$ cat src/rtl/bus_decoder_if.sv
// bus_decoder_if: bundles the master-side request/response signals and the
// shared slave-side request lines of the address decoder.
//
// Modports:
//   slave  - the decoder itself: takes master requests and slave replies,
//            drives the master response and the per-slave requests.
//   master - the environment around the decoder: the requesting master
//            together with the attached slaves.
//
// Signals:
//   m_req, m_wen, m_addr, m_wdata : master request
//   m_ready, m_ack, m_rdata, m_err: master response
//   s_req (one-hot), s_wen, s_addr, s_wdata : slave request
//   s_ack, s_rdata (packed per slave) : slave reply
interface bus_decoder_if #(
  parameter int ADDR_W = 16,
  parameter int DATA_W = 32,
  parameter int N_SLV  = 2
) ();

  logic                    m_req;
  logic                    m_wen;
  logic [ADDR_W-1:0]       m_addr;
  logic [DATA_W-1:0]       m_wdata;
  logic                    m_ready;
  logic                    m_ack;
  logic [DATA_W-1:0]       m_rdata;
  logic                    m_err;

  logic [N_SLV-1:0]        s_req;
  logic                    s_wen;
  logic [ADDR_W-1:0]       s_addr;
  logic [DATA_W-1:0]       s_wdata;
  logic [N_SLV-1:0]        s_ack;
  logic [N_SLV*DATA_W-1:0] s_rdata;

  modport slave (
    input  m_req, m_wen, m_addr, m_wdata, s_ack, s_rdata,
    output m_ready, m_ack, m_rdata, m_err, s_req, s_wen, s_addr, s_wdata
  );

  modport master (
    output m_req, m_wen, m_addr, m_wdata, s_ack, s_rdata,
    input  m_ready, m_ack, m_rdata, m_err, s_req, s_wen, s_addr, s_wdata
  );

endinterface

$ cat src/rtl/bus_decoder.sv
// bus_decoder: routes a single master request to one of N_SLV slaves by
// base/mask address decode, waits for that slave's ack (bounded by TIMEOUT
// cycles) and returns a one-cycle completion pulse with data and error flag.
// Unmapped addresses and timeouts complete with err=1 and rdata=0.
//
// Ports:
//   clk   - single clock, rising edge
//   rst_n - asynchronous active-low reset
//   bus   - bus_decoder_if.slave: master request/response and slave lines
module bus_decoder #(
  parameter int                      ADDR_W   = 16,
  parameter int                      DATA_W   = 32,
  parameter int                      N_SLV    = 2,
  parameter logic [N_SLV*ADDR_W-1:0] SLV_BASE = {16'hFF00, 16'h0000},
  parameter logic [N_SLV*ADDR_W-1:0] SLV_MASK = {16'hFF00, 16'h0000},
  parameter int                      TIMEOUT  = 15
) (
  input logic          clk,
  input logic          rst_n,
  bus_decoder_if.slave bus
);

  localparam int SEL_W = (N_SLV > 1) ? $clog2(N_SLV) : 1;

  typedef enum logic [1:0] {IDLE, BUSY, RESP} state_t;

  state_t              state;
  logic [SEL_W-1:0]    sel;
  logic [7:0]          wait_cnt;
  logic                ready_q;
  logic                ack_q;
  logic                err_q;
  logic [DATA_W-1:0]   rdata_q;
  logic [N_SLV-1:0]    sreq_q;
  logic                swen_q;
  logic [ADDR_W-1:0]   saddr_q;
  logic [DATA_W-1:0]   swdata_q;

  logic                hit;
  logic [SEL_W-1:0]    hit_idx;
  logic                sel_ack;
  logic [DATA_W-1:0]   sel_rdata;

  // Address decode. Scanning from the highest slot down lets the lowest
  // matching index overwrite the others, so overlapping windows resolve to
  // the lowest slave.
  always_comb begin
    hit     = 1'b0;
    hit_idx = '0;
    for (int i = N_SLV - 1; i >= 0; i--) begin
      if ((bus.m_addr & SLV_MASK[i*ADDR_W +: ADDR_W]) ==
          (SLV_BASE[i*ADDR_W +: ADDR_W] & SLV_MASK[i*ADDR_W +: ADDR_W])) begin
        hit     = 1'b1;
        hit_idx = SEL_W'(i);
      end
    end
  end

  // Only the latched slave's ack and data are looked at; everything else on
  // the slave reply lines is ignored.
  assign sel_ack   = bus.s_ack[sel];
  assign sel_rdata = bus.s_rdata[sel*DATA_W +: DATA_W];

  // Transaction FSM with all outputs registered. wait_cnt counts completed
  // BUSY cycles; reaching TIMEOUT-1 without an ack means this is the last
  // allowed BUSY cycle, so the ack check comes first and wins a tie.
  always_ff @(posedge clk or negedge rst_n) begin
    if (!rst_n) begin
      state    <= IDLE;
      sel      <= '0;
      wait_cnt <= '0;
      ready_q  <= 1'b1;
      ack_q    <= 1'b0;
      err_q    <= 1'b0;
      rdata_q  <= '0;
      sreq_q   <= '0;
      swen_q   <= 1'b0;
      saddr_q  <= '0;
      swdata_q <= '0;
    end else begin
      case (state)
        IDLE: begin
          if (bus.m_req) begin
            ready_q  <= 1'b0;
            swen_q   <= bus.m_wen;
            saddr_q  <= bus.m_addr;
            swdata_q <= bus.m_wdata;
            sel      <= hit_idx;
            wait_cnt <= '0;
            if (hit) begin
              sreq_q <= N_SLV'(1) << hit_idx;
              state  <= BUSY;
            end else begin
              rdata_q <= '0;
              err_q   <= 1'b1;
              ack_q   <= 1'b1;
              state   <= RESP;
            end
          end
        end
        BUSY: begin
          if (sel_ack) begin
            rdata_q <= swen_q ? '0 : sel_rdata;
            err_q   <= 1'b0;
            sreq_q  <= '0;
            ack_q   <= 1'b1;
            state   <= RESP;
          end else if (wait_cnt == 8'(TIMEOUT - 1)) begin
            rdata_q <= '0;
            err_q   <= 1'b1;
            sreq_q  <= '0;
            ack_q   <= 1'b1;
            state   <= RESP;
          end else begin
            wait_cnt <= wait_cnt + 8'd1;
          end
        end
        RESP: begin
          ack_q   <= 1'b0;
          ready_q <= 1'b1;
          state   <= IDLE;
        end
        default: begin
          ack_q   <= 1'b0;
          sreq_q  <= '0;
          ready_q <= 1'b1;
          state   <= IDLE;
        end
      endcase
    end
  end

  assign bus.m_ready = ready_q;
  assign bus.m_ack   = ack_q;
  assign bus.m_err   = err_q;
  assign bus.m_rdata = rdata_q;
  assign bus.s_req   = sreq_q;
  assign bus.s_wen   = swen_q;
  assign bus.s_addr  = saddr_q;
  assign bus.s_wdata = swdata_q;

endmodule

$ cat src/flat_wrapper.sv
// flat-port wrapper written by rule: the top's interface ports become plain ports
module bus_decoder_flat 
#(
  parameter int                      ADDR_W   = 16,
  parameter int                      DATA_W   = 32,
  parameter int                      N_SLV    = 2,
  parameter logic [N_SLV*ADDR_W-1:0] SLV_BASE = {16'hFF00, 16'h0000},
  parameter logic [N_SLV*ADDR_W-1:0] SLV_MASK = {16'hFF00, 16'h0000},
  parameter int                      TIMEOUT  = 15
)
  (clk, rst_n, bus_m_req, bus_m_wen, bus_m_addr, bus_m_wdata, bus_s_ack, bus_s_rdata, bus_m_ready, bus_m_ack, bus_m_rdata, bus_m_err, bus_s_req, bus_s_wen, bus_s_addr, bus_s_wdata);
  bus_decoder_if #(.ADDR_W(ADDR_W), .DATA_W(DATA_W), .N_SLV(N_SLV)) bus_i ();
  input logic clk;
  input logic rst_n;
  input wire logic [$bits(bus_i.m_req)-1:0] bus_m_req;
  input wire logic [$bits(bus_i.m_wen)-1:0] bus_m_wen;
  input wire logic [$bits(bus_i.m_addr)-1:0] bus_m_addr;
  input wire logic [$bits(bus_i.m_wdata)-1:0] bus_m_wdata;
  input wire logic [$bits(bus_i.s_ack)-1:0] bus_s_ack;
  input wire logic [$bits(bus_i.s_rdata)-1:0] bus_s_rdata;
  output wire logic [$bits(bus_i.m_ready)-1:0] bus_m_ready;
  output wire logic [$bits(bus_i.m_ack)-1:0] bus_m_ack;
  output wire logic [$bits(bus_i.m_rdata)-1:0] bus_m_rdata;
  output wire logic [$bits(bus_i.m_err)-1:0] bus_m_err;
  output wire logic [$bits(bus_i.s_req)-1:0] bus_s_req;
  output wire logic [$bits(bus_i.s_wen)-1:0] bus_s_wen;
  output wire logic [$bits(bus_i.s_addr)-1:0] bus_s_addr;
  output wire logic [$bits(bus_i.s_wdata)-1:0] bus_s_wdata;
  assign bus_i.m_req = bus_m_req;
  assign bus_i.m_wen = bus_m_wen;
  assign bus_i.m_addr = bus_m_addr;
  assign bus_i.m_wdata = bus_m_wdata;
  assign bus_i.s_ack = bus_s_ack;
  assign bus_i.s_rdata = bus_s_rdata;
  assign bus_m_ready = bus_i.m_ready;
  assign bus_m_ack = bus_i.m_ack;
  assign bus_m_rdata = bus_i.m_rdata;
  assign bus_m_err = bus_i.m_err;
  assign bus_s_req = bus_i.s_req;
  assign bus_s_wen = bus_i.s_wen;
  assign bus_s_addr = bus_i.s_addr;
  assign bus_s_wdata = bus_i.s_wdata;
  bus_decoder #(.ADDR_W(ADDR_W), .DATA_W(DATA_W), .N_SLV(N_SLV), .SLV_BASE(SLV_BASE), .SLV_MASK(SLV_MASK), .TIMEOUT(TIMEOUT)) u_core (.clk(clk), .rst_n(rst_n), .bus(bus_i));
endmodule
$ cat config.mk
export PLATFORM = sky130hd
export DESIGN_NAME = bus_decoder_flat
export DESIGN_NICKNAME = d
export VERILOG_FILES = /design/src/rtl/bus_decoder_if.sv /design/src/rtl/bus_decoder.sv /design/src/flat_wrapper.sv
export SDC_FILE = /design/constraint.sdc
export NUM_CORES = 1
export LEC_CHECK = 0
export ABC_AREA = 1
export BUFFER_PORTS_ARGS = -buffer_cell sky130_fd_sc_hd__buf_2
export CAP_MARGIN = 30
export CORE_MARGIN = 2
export CORE_UTILIZATION = 40
export CTS_CLUSTER_SIZE = 20
export DETAILED_ROUTE_END_ITERATION = 6
export PLACE_DENSITY = 0.72
export REMOVE_ABC_BUFFERS = 1
export SLEW_MARGIN = 20
export SYNTH_ARGS = -nofsm -noshare
export SYNTH_HDL_FRONTEND = slang
export SYNTH_SLANG_ARGS = --single-unit
$ cat constraint.sdc
create_clock -name clk -period 1.75 [get_ports clk]
set_clock_uncertainty 0.2 [all_clocks]
set_input_delay 0.2625 -clock clk [delete_from_list [all_inputs] [get_ports clk]]
set_output_delay 0.2625 -clock clk [all_outputs]
set_load 0.02 [all_outputs]
==> results of run 1 <==
per-layer routing:
metal  GRT usage [%]  wire [um]
met5               0          0
met4            11.2        429
met3            4.88        641
met2            35.7       5840
met1            24.0       4590
area by class of cell:
class                           count  area, sq um
Tap cell                          133          166
Sequential cell                    95         2380
Clock inverter                      7         72.6
Multi-Input combinational cell    325         1390
Fill cell                         786         3540
Inverter                           12         57.6
Timing Repair Buffer              265         1840
Timing Repair inverter              2         17.5
Antenna cell                        1         2.50
Clock buffer                        9          124
synthesized netlist by cell type, drive strengths merged:
| library cell | instances | area share [%] |
|---|---|---|
| buf | 12 | 2.5 |
| clkbuf | 11 | 1.1 |
| conb | 1 | 0.096 |
| dfrtp | 94 | 60 |
| dfstp | 1 | 0.67 |
| ha | 2 | 0.64 |
| inv | 12 | 1.2 |
| nand2 | 254 | 25 |
| nand3 | 47 | 6.2 |
| nor2 | 16 | 1.5 |
| nor3b | 2 | 0.39 |
| o21a | 1 | 0.19 |
| xnor2 | 1 | 0.22 |
| xor2 | 1 | 0.22 |
through the flow:
| step | cell area (sq um) | TNS [ns] | instances | util, % |
|---|---|---|---|---|
| floorplan | 3760 | -44.43 | 432 | - |
| global placement | 4880 | 0 | 744 | 50.8 |
| detailed placement | 4880 | -1.80 | 744 | 50.8 |
| CTS | 5920 | 0 | 843 | 61.7 |
| global route | 6050 | -0.0698 | 848 | 63.1 |
| finish | 6050 | 0 | 849 | 63.1 |
repair_timing:
| action | 4_1_cts | 5_1_grt |
|---|---|---|
| pin swaps | 0 | 5 |
| cloned | 0 | 3 |
| endpoints found under the setup margin | 37 | 40 |
| gates resized for setup | 3 | 19 |
| endpoints found under the hold margin | 176 | 0 |
| buffers inserted | 0 | 2 |
| hold buffers | 83 | 0 |
worst paths after layout:
check	from	end	slack, ns	cells past startpoint
setup / recovery	u_core.wait_cnt[0]	u_core.bus.m_rdata[5]	0.07	9
hold / removal	bus_s_ack[0]	u_core.bus.m_err	0.15	3
setup reg to reg	u_core.wait_cnt[0]	u_core.bus.m_rdata[5]	0.07	9
hold reg to reg	u_core.bus.s_wdata[18]	u_core.bus.s_wdata[18]	0.28	2
max in group asynchronous	rst_n	u_core.bus.m_ready	0.64	3
min in group asynchronous	rst_n	u_core.bus.s_wdata[1]	0.28	3
registers in the layout, indices dropped and copies added (netlist names):
signal	flops
u_core.bus.s_addr	16
u_core.bus.m_ready	1
u_core.bus.m_err	1
u_core.bus.s_wen	1
u_core.bus.m_rdata	32
u_core.bus.s_req	1
u_core.state	2
u_core.bus.s_wdata	32
u_core.wait_cnt	8
u_core.bus.m_ack	1
cells in the final DEF (no fill, tap or decap), types with 3 or more instances in the layout:
master           n
nand2_1        248
inv_6            3
buf_12           3
nand3_1         43
dfrtp_1         94
dlygate4sd3_1   83
nor2_2           3
clkbuf_8         9
nand3_2          3
buf_4            8
inv_2            4
buf_2          168
nand2_2          5
nor2_1          13
inv_1            7
cells by family after synthesis:
logic type	count (synthesis)	synth area share (%)
AND/OR/NAND/NOR	319	32.8
flip-flops	95	61.0
buffers and inverters	35	4.75
XOR/XNOR	2	0.450
adder cells (fa/ha/maj)	2	0.642
AO/OA/AOI/OAI	1	0.193
other	1	0.0962
power breakdown:
part	total (uW)	switching [uW]	internal (uW)
registers	3450	454	3000
clock network	1450	786	663
logic	3590	2330	1260
total	8490	3570	4920
worst max-delay path: stages, from the launching register on:
cell,delay [ns]
dfrtp_1,0.41
inv_2,0.10
ha_4,0.15
nand3_2,0.08
nor2_2,0.12
nand2_2,0.10
nand2_8,0.16
clkbuf_16,0.18
nand3_1,0.06
nand2_1,0.08
==> run metrics, run 1 <==
hold slack final 0.146 ns; Setup crit end kind flip-flop; Req. time, crit path 1.85 ns; die height 103 um; synthesized instance count 455; Final Cycle Share 96.1%; clk buf depth 2; Die Width 103 um; post-DP HPWL 6.65 mm; syn avg cell area roughly 8.6 sq um; clk sinks 95; CP Data Arrival Time about 1.8 ns; WL final around 11 mm; Vias/cell 4.64; core box area 9590 sq um; vias in the first global route 3898; synth warn 0; Lkg Pwr 0.00341 uW; CTS Buf Count 9; via count of the routed design 3940; grt total ovfl 0; area grow syn2layout 55.3%; worst vdd ir 680 uV; register area share after synthesis about three fifths; Initial DRC Count 207; Min Clock Period, post-route 1.68 ns; clock latency on the worst-skew pair 0.36 ns; Max-cap violations 0; I/O pin count 204; pre-CTS setup slack -0.0971 ns; initial core utilization between 40% and 50%; CTS tree done; Unique masters post-synth 20; Avg WL per Cell 13.5 um; critical path type reg2reg; clock-pin slew on the worst setup and hold paths approximately 0.090 ns; Post-DRT Antenna Nets 0; #FFs+latches synth 95; H-tree depth 3; layout cells sized above 1 30.8%; Post-route DRC 0; setup ws final 0.0691 ns; max_slew headroom 66.4%; Final Hold Viols 0; Placer Congestion 0.778; Pwr Total 8490 uW; Tot GR Track Use between 20% and 30%; outcome finished, final reports clean; PortBufs between 150 and 200; antenna violations before repair 0; Startpoint Class flip-flop; # rows 36; Least-Margin Pin Slew 0.504 ns; first-pass GRT wire length 17.3 mm; count of final setup violators 0; worst-path maximum fanout 8; Cell Pwr Density 1400 nW/um^2; CTS root buf clkbuf_8; Syn Std Cell Area 3900 sq um; Pre-antenna DRT Iters 4; hold crit path type in2reg; FMAX 595 MHz; Slew Viols, Final 0; Final nets 830; largest net degree at the start of global routing 96; die area 10500 sq um
No activity file was read; power rests on OpenSTA's default activity.
==> run 2: changes to the inputs <==
ABC_AREA = not set   (was 1)
==> run metrics, run 2 <==
Pre-antenna DRT Iters 4; RSZ-0062 raised after global routing yes; pre-CTS setup slack -0.360 ns; Commonest cells post-synth 94 x dfrtp_1, 49 x mux2_2, 35 x inv_1; first-pass GRT wire length ~18 mm; Initial DRC Count 79; PortBufs 169; largest net degree at the start of global routing 35; Max-cap violations 0; Synth area leaders dfrtp_1 60%, mux2_2 14%, nand4b_1 7.1%; Reg2Reg Launch Point u_core.wait_cnt[0]; Main synth FF type dfrtp_1; Vias/cell just under 5; most common cell in the netlist dfrtp_1; CP Data Arrival Time 2.18 ns; FMAX about 470 MHz; outcome finished, violations left; Crit Reg-Reg Endpoint u_core.wait_cnt[3]; vias in the first global route 3763; Die Width 103 um; Syn Std Cell Area 3940 sq um; FF-to-FF setup slack -0.38 ns; Yosys top cell area share 59.7%; post-DP HPWL 7.00 mm; Finished Layout Cells 720; failing checks setup timing; Cell Pwr Density around 1500 nW/um^2; clk buf depth 2; worst-path maximum fanout 6; core box area a little under 10000 sq um; antenna violations before repair 0; synthesized instance count around 310; critical path type reg2reg; Lkg Pwr 0.00300 uW; DP Area about 5000 sq um; Buf+Inv Stages, Crit Path 1; setup ws final -0.381 ns; register area share after synthesis a little over 60%; die area between 10000 and 15000 sq um; H-tree depth 3; CTS Buf Count 9; worst vdd ir a little over 800 uV; reg2reg path depth 6; diodes inserted 0; CP Cell Sequence inv_1 -> ha_1 -> or4b_4 -> o31a_4 -> and3_1 -> a211o_1; Startpoint Class flip-flop; Slew Viols, Final 0; initial core utilization 40.7%; slowest stage delay, CP 0.50 ns; WL final 11.6 mm; crit path from u_core.wait_cnt[0]; # rows 36; #FFs+latches synth 95; final instance area between 6000 and 7000 sq um; syn avg cell area 12.6 sq um; Setup crit end kind flip-flop; layout cells sized above 1 47.0%; clock-pin slew on the worst setup and hold paths 0.10 ns; fillers 692; hold crit path type in2async; Crit path max-delay family simple AND/OR/NAND/NOR gates; Placer Congestion 0.823; Cells after DPL 619; synth warn 0; Final Cycle Share 122%; Req. time, crit path around 1.8 ns; clk sinks 95; Max stage delay cell, worst path or4b_4; Final Hold Viols 0; CTS root buf clkbuf_8; commonest non-fill, non-tap cell in the layout buf_2; via count of the routed design 3522; Unique masters post-synth 36; clock latency on the worst-skew pair between 0.3 and 0.4 ns; Post-route DRC 0; count of final setup violators 45; area leader, netlist dfrtp_1; grt total ovfl 0; die height ~100 um; Final nets 702; setup tns final -10.13 ns; most frequent cells in the layout 168 x buf_2, 94 x dfrtp_1, 82 x dlygate4sd3_1, 49 x mux2_2, 35 x inv_1; I/O pin count 204; post-synthesis async set-or-reset flop share 100%; Tot GR Track Use 21.7%; number of synthesized flops with an enable pin 0; Avg WL per Cell around 16 um; Min Clock Period, post-route 2.13 ns; Post-DRT Antenna Nets 0; area grow syn2layout 57.8%; CTS tree done
-- run 2: area by class of cell --
type | instances | area, sq um | share of cell area [%]
multi-input combinational | 161 | 1360 | 21.9
inverter | 36 | 135 | 2.17
sequential | 95 | 2380 | 38.3
clock inverter | 7 | 81.3 | 1.31
clock buffer | 9 | 124 | 1.99
timing repair buffer | 279 | 1970 | 31.6
tap | 133 | 166 | 2.68
-- run 2: timing repair --
item	4_1_cts	5_1_grt
gates resized for setup	3	8
endpoints found under the hold margin	158	0
hold buffers	82	0
setup endpoints to repair	45	47
cloned	0	1
setup buffers	1	1
pin swaps	1	2
-- run 2: cells by family (layout without fill, tap and decap cells) --
kind of cell,count (synthesis),count (layout),synth area share (%)
AOI/OAI and AO/OA,51,51,8.04
adders and majority gates,2,2,0.635
buffers and inverters,57,331,5.78
DFF,95,95,60.4
muxes,50,50,14.3
other,1,1,0.0952
and+or+nand+nor,57,57,10.8
-- run 2: worst max path at each step --
stage,endpoint,slack (ns),depth (start not counted)
floorplan,u_core.bus.s_addr[0],-3.52,2
global placement,u_core.wait_cnt[3],-0.32,6
detailed placement,u_core.wait_cnt[5],-0.36,6
CTS,u_core.wait_cnt[3],-0.38,6
global route,u_core.wait_cnt[5],-0.44,6
finish,u_core.wait_cnt[3],-0.38,6
-- run 2: metrics by stage --
stage          hold WS, ns  total power [uW]  util (%)
6_report             0.168              9520      64.2
2_1_floorplan       -0.233              6110         -
3_5_place_dp        0.0106              7770      52.9
4_1_cts              0.146              9460      63.6
3_3_place_gp       0.00358              7660      52.9
5_1_grt              0.183             10100      64.2
-- run 2: metal layers --
metal  wire length (um)  track usage (%)
met5                  0                0
met4                206             8.30
met3               1010             6.45
met2               5680             37.4
met1               4690             25.6
-- run 2: power by group --
part	switching, uW	internal (uW)	total, uW	leakage [uW]
registers	565	3140	3700	0.00117
clock network	802	680	1480	0.0000993
logic	2480	1850	4330	0.00173
total	3850	5670	9520	0.00300
==> run 3: changes to the inputs <==
CORE_ASPECT_RATIO = 1.2   (was not set)
==> run metrics, run 3 (synthesis results as in run 2) <==
clock-pin slew on the worst setup and hold paths 0.07 ns; reg2reg path depth 6; failing checks setup timing; Placer Congestion 0.750; critical path type reg2reg; clk sinks between 90 and 100; Post-DRT Antenna Nets 0; Final nets 703; Avg WL per Cell ~18 um; # rows 39; most frequent cells in the layout 168 x buf_2, 92 x dfrtp_1, 71 x dlygate4sd3_1, 47 x mux2_4, 35 x inv_1; Post-route DRC 0; crit path to u_core.wait_cnt[3]; fillers between 600 and 700; clock latency on the worst-skew pair 0.34 ns; hold crit path type in2reg; CTS tree done; CTS root buf clkbuf_16; worst-path maximum fanout 5; global-route met1 utilization ~23%; initial core utilization about 40%; setup tns final -13.36 ns; first-pass GRT wire length 17.0 mm; Crit Reg-Reg Endpoint u_core.wait_cnt[3]; die height 113 um; FF+latch area between 2000 and 2500 sq um; CTS Buf Count 9; area of the multi-input gates 1550 sq um; area grow syn2layout 68.1%; CP Data Arrival Time 2.14 ns; largest net degree at the start of global routing 55; Tot GR Track Use 20.4%; Pre-antenna DRT Iters 4; crit path from u_core.wait_cnt[0]; die area around 11000 sq um; setup ws final -0.361 ns; Final Cycle Share 121%; clk buf depth 2; count of final setup violators between 80 and 90; layout cells sized above 1 between 40 and 50%; met3 usage 5.73%; grt total ovfl 0; outcome finished, violations left; core box area 9560 sq um; diodes inserted 0; I/O pin count 204; Final Hold Viols 0; WL final ~13 mm; post-DP HPWL 6.57 mm; Cell Pwr Density 1620 nW/um^2; via count of the routed design roughly 3600; Req. time, crit path between 1.5 and 2 ns; PortBufs 169; RSZ-0062 raised after global routing yes; Slew Viols, Final 0; FMAX 474 MHz; Lkg Pwr ~0.0033 uW; Initial DRC Count 192; Die Width 94.6 um; commonest non-fill, non-tap cell in the layout buf_2; worst vdd ir approximately 970 uV; FF-to-FF setup slack -0.36 ns; Max-cap violations 0; antenna violations before repair 0; global routing's busiest layer met2; Min Clock Period, post-route about 2.1 ns; pre-CTS setup slack -0.329 ns; vias in the first global route 3538; Reg2Reg Launch Point u_core.wait_cnt[0]; Startpoint Class flip-flop; H-tree depth 3; Setup crit end kind flip-flop; Vias/cell 5.04; grt met2 use 36.8%
-- run 3: cell types whose count changed in the layout (fill, tap and decap cells not counted), moves of 3 or more --
| cell | before | now |
|---|---|---|
| buf_6 | 2 | 5 |
| mux2_2 | 49 | 2 |
| clkbuf_8 | 9 | 1 |
| mux2_4 | 0 | 47 |
| dlygate4sd3_1 | 82 | 71 |
| o21ai_1 | 32 | 28 |
| clkbuf_16 | 1 | 15 |
| o21ai_0 | 4 | 7 |
-- run 3: layout make-up --
| type | instances | area share, % |
|---|---|---|
| Sequential cell | 95 | 36.0 |
| Timing Repair Buffer | 280 | 31.5 |
| Multi-Input combinational cell | 161 | 23.4 |
| Clock buffer | 10 | 3.61 |
| Tap cell | 123 | 2.32 |
| Inverter | 36 | 2.04 |
| Clock inverter | 6 | 1.15 |
-- run 3: how the worst min path moves through the flow --
stage,endpoint,slack (ns),start,depth (start not counted)
after CTS,u_core.bus.m_rdata[19],0.002,bus_s_rdata[19],3
after global placement,u_core.bus.m_ack,-0.02,rst_n,1
final,u_core.bus.m_rdata[28],0.01,bus_s_rdata[28],3
after floorplan,u_core.bus.m_ack,-0.23,rst_n,0
after global routing,u_core.bus.m_rdata[1],0.004,bus_s_rdata[1],3
after detailed placement,u_core.bus.m_ack,-0.01,rst_n,1
-- run 3: repair_timing --
item                       4_1_cts  5_1_grt
setup endpoints to repair       46       94
buffers inserted                 0       12
gates resized for setup          4       67
hold endpoints to repair       144        0
hold buffers                    71        0
gates cloned                     1        9
pin swaps                        3        3
-- run 3: metal layers --
| layer | up-vias | wire (um) |
|---|---|---|
| met4 | 0 | 290 |
| li1 | 1637 | - |
| met5 | - | 0 |
| met3 | 21 | 910 |
| met1 | 1766 | 4950 |
| met2 | 160 | 6770 |
-- run 3: stage by stage --
| step | hold slack (ns) | area [sq um] | instances | util, % | power (uW) |
|---|---|---|---|---|---|
| after floorplan | -0.233 | 3850 | 292 | - | 6110 |
| after global placement | -0.0154 | 5030 | 602 | 52.6 | 7560 |
| after detailed placement | -0.0131 | 5030 | 602 | 52.6 | 7670 |
| after CTS | 0.00160 | 6090 | 690 | 63.6 | 9900 |
| after global routing | 0.00363 | 6620 | 711 | 69.2 | 11300 |
| final | 0.0120 | 6620 | 711 | 69.2 | 10700 |
-- run 3: worst max-delay path, cell delays in order (launching register included) --
cell and delay (ns):
dfrtp_1 0.38, inv_1 0.06, ha_1 0.13, or4b_4 0.50, o31a_4 0.33, and3_1 0.18, a211o_1 0.22
-- run 3: report_power, final --
| group | switching (uW) | internal (uW) |
|---|---|---|
| registers | 606 | 3150 |
| clock network | 881 | 1170 |
| logic | 2610 | 2290 |
| total | 4100 | 6610 |
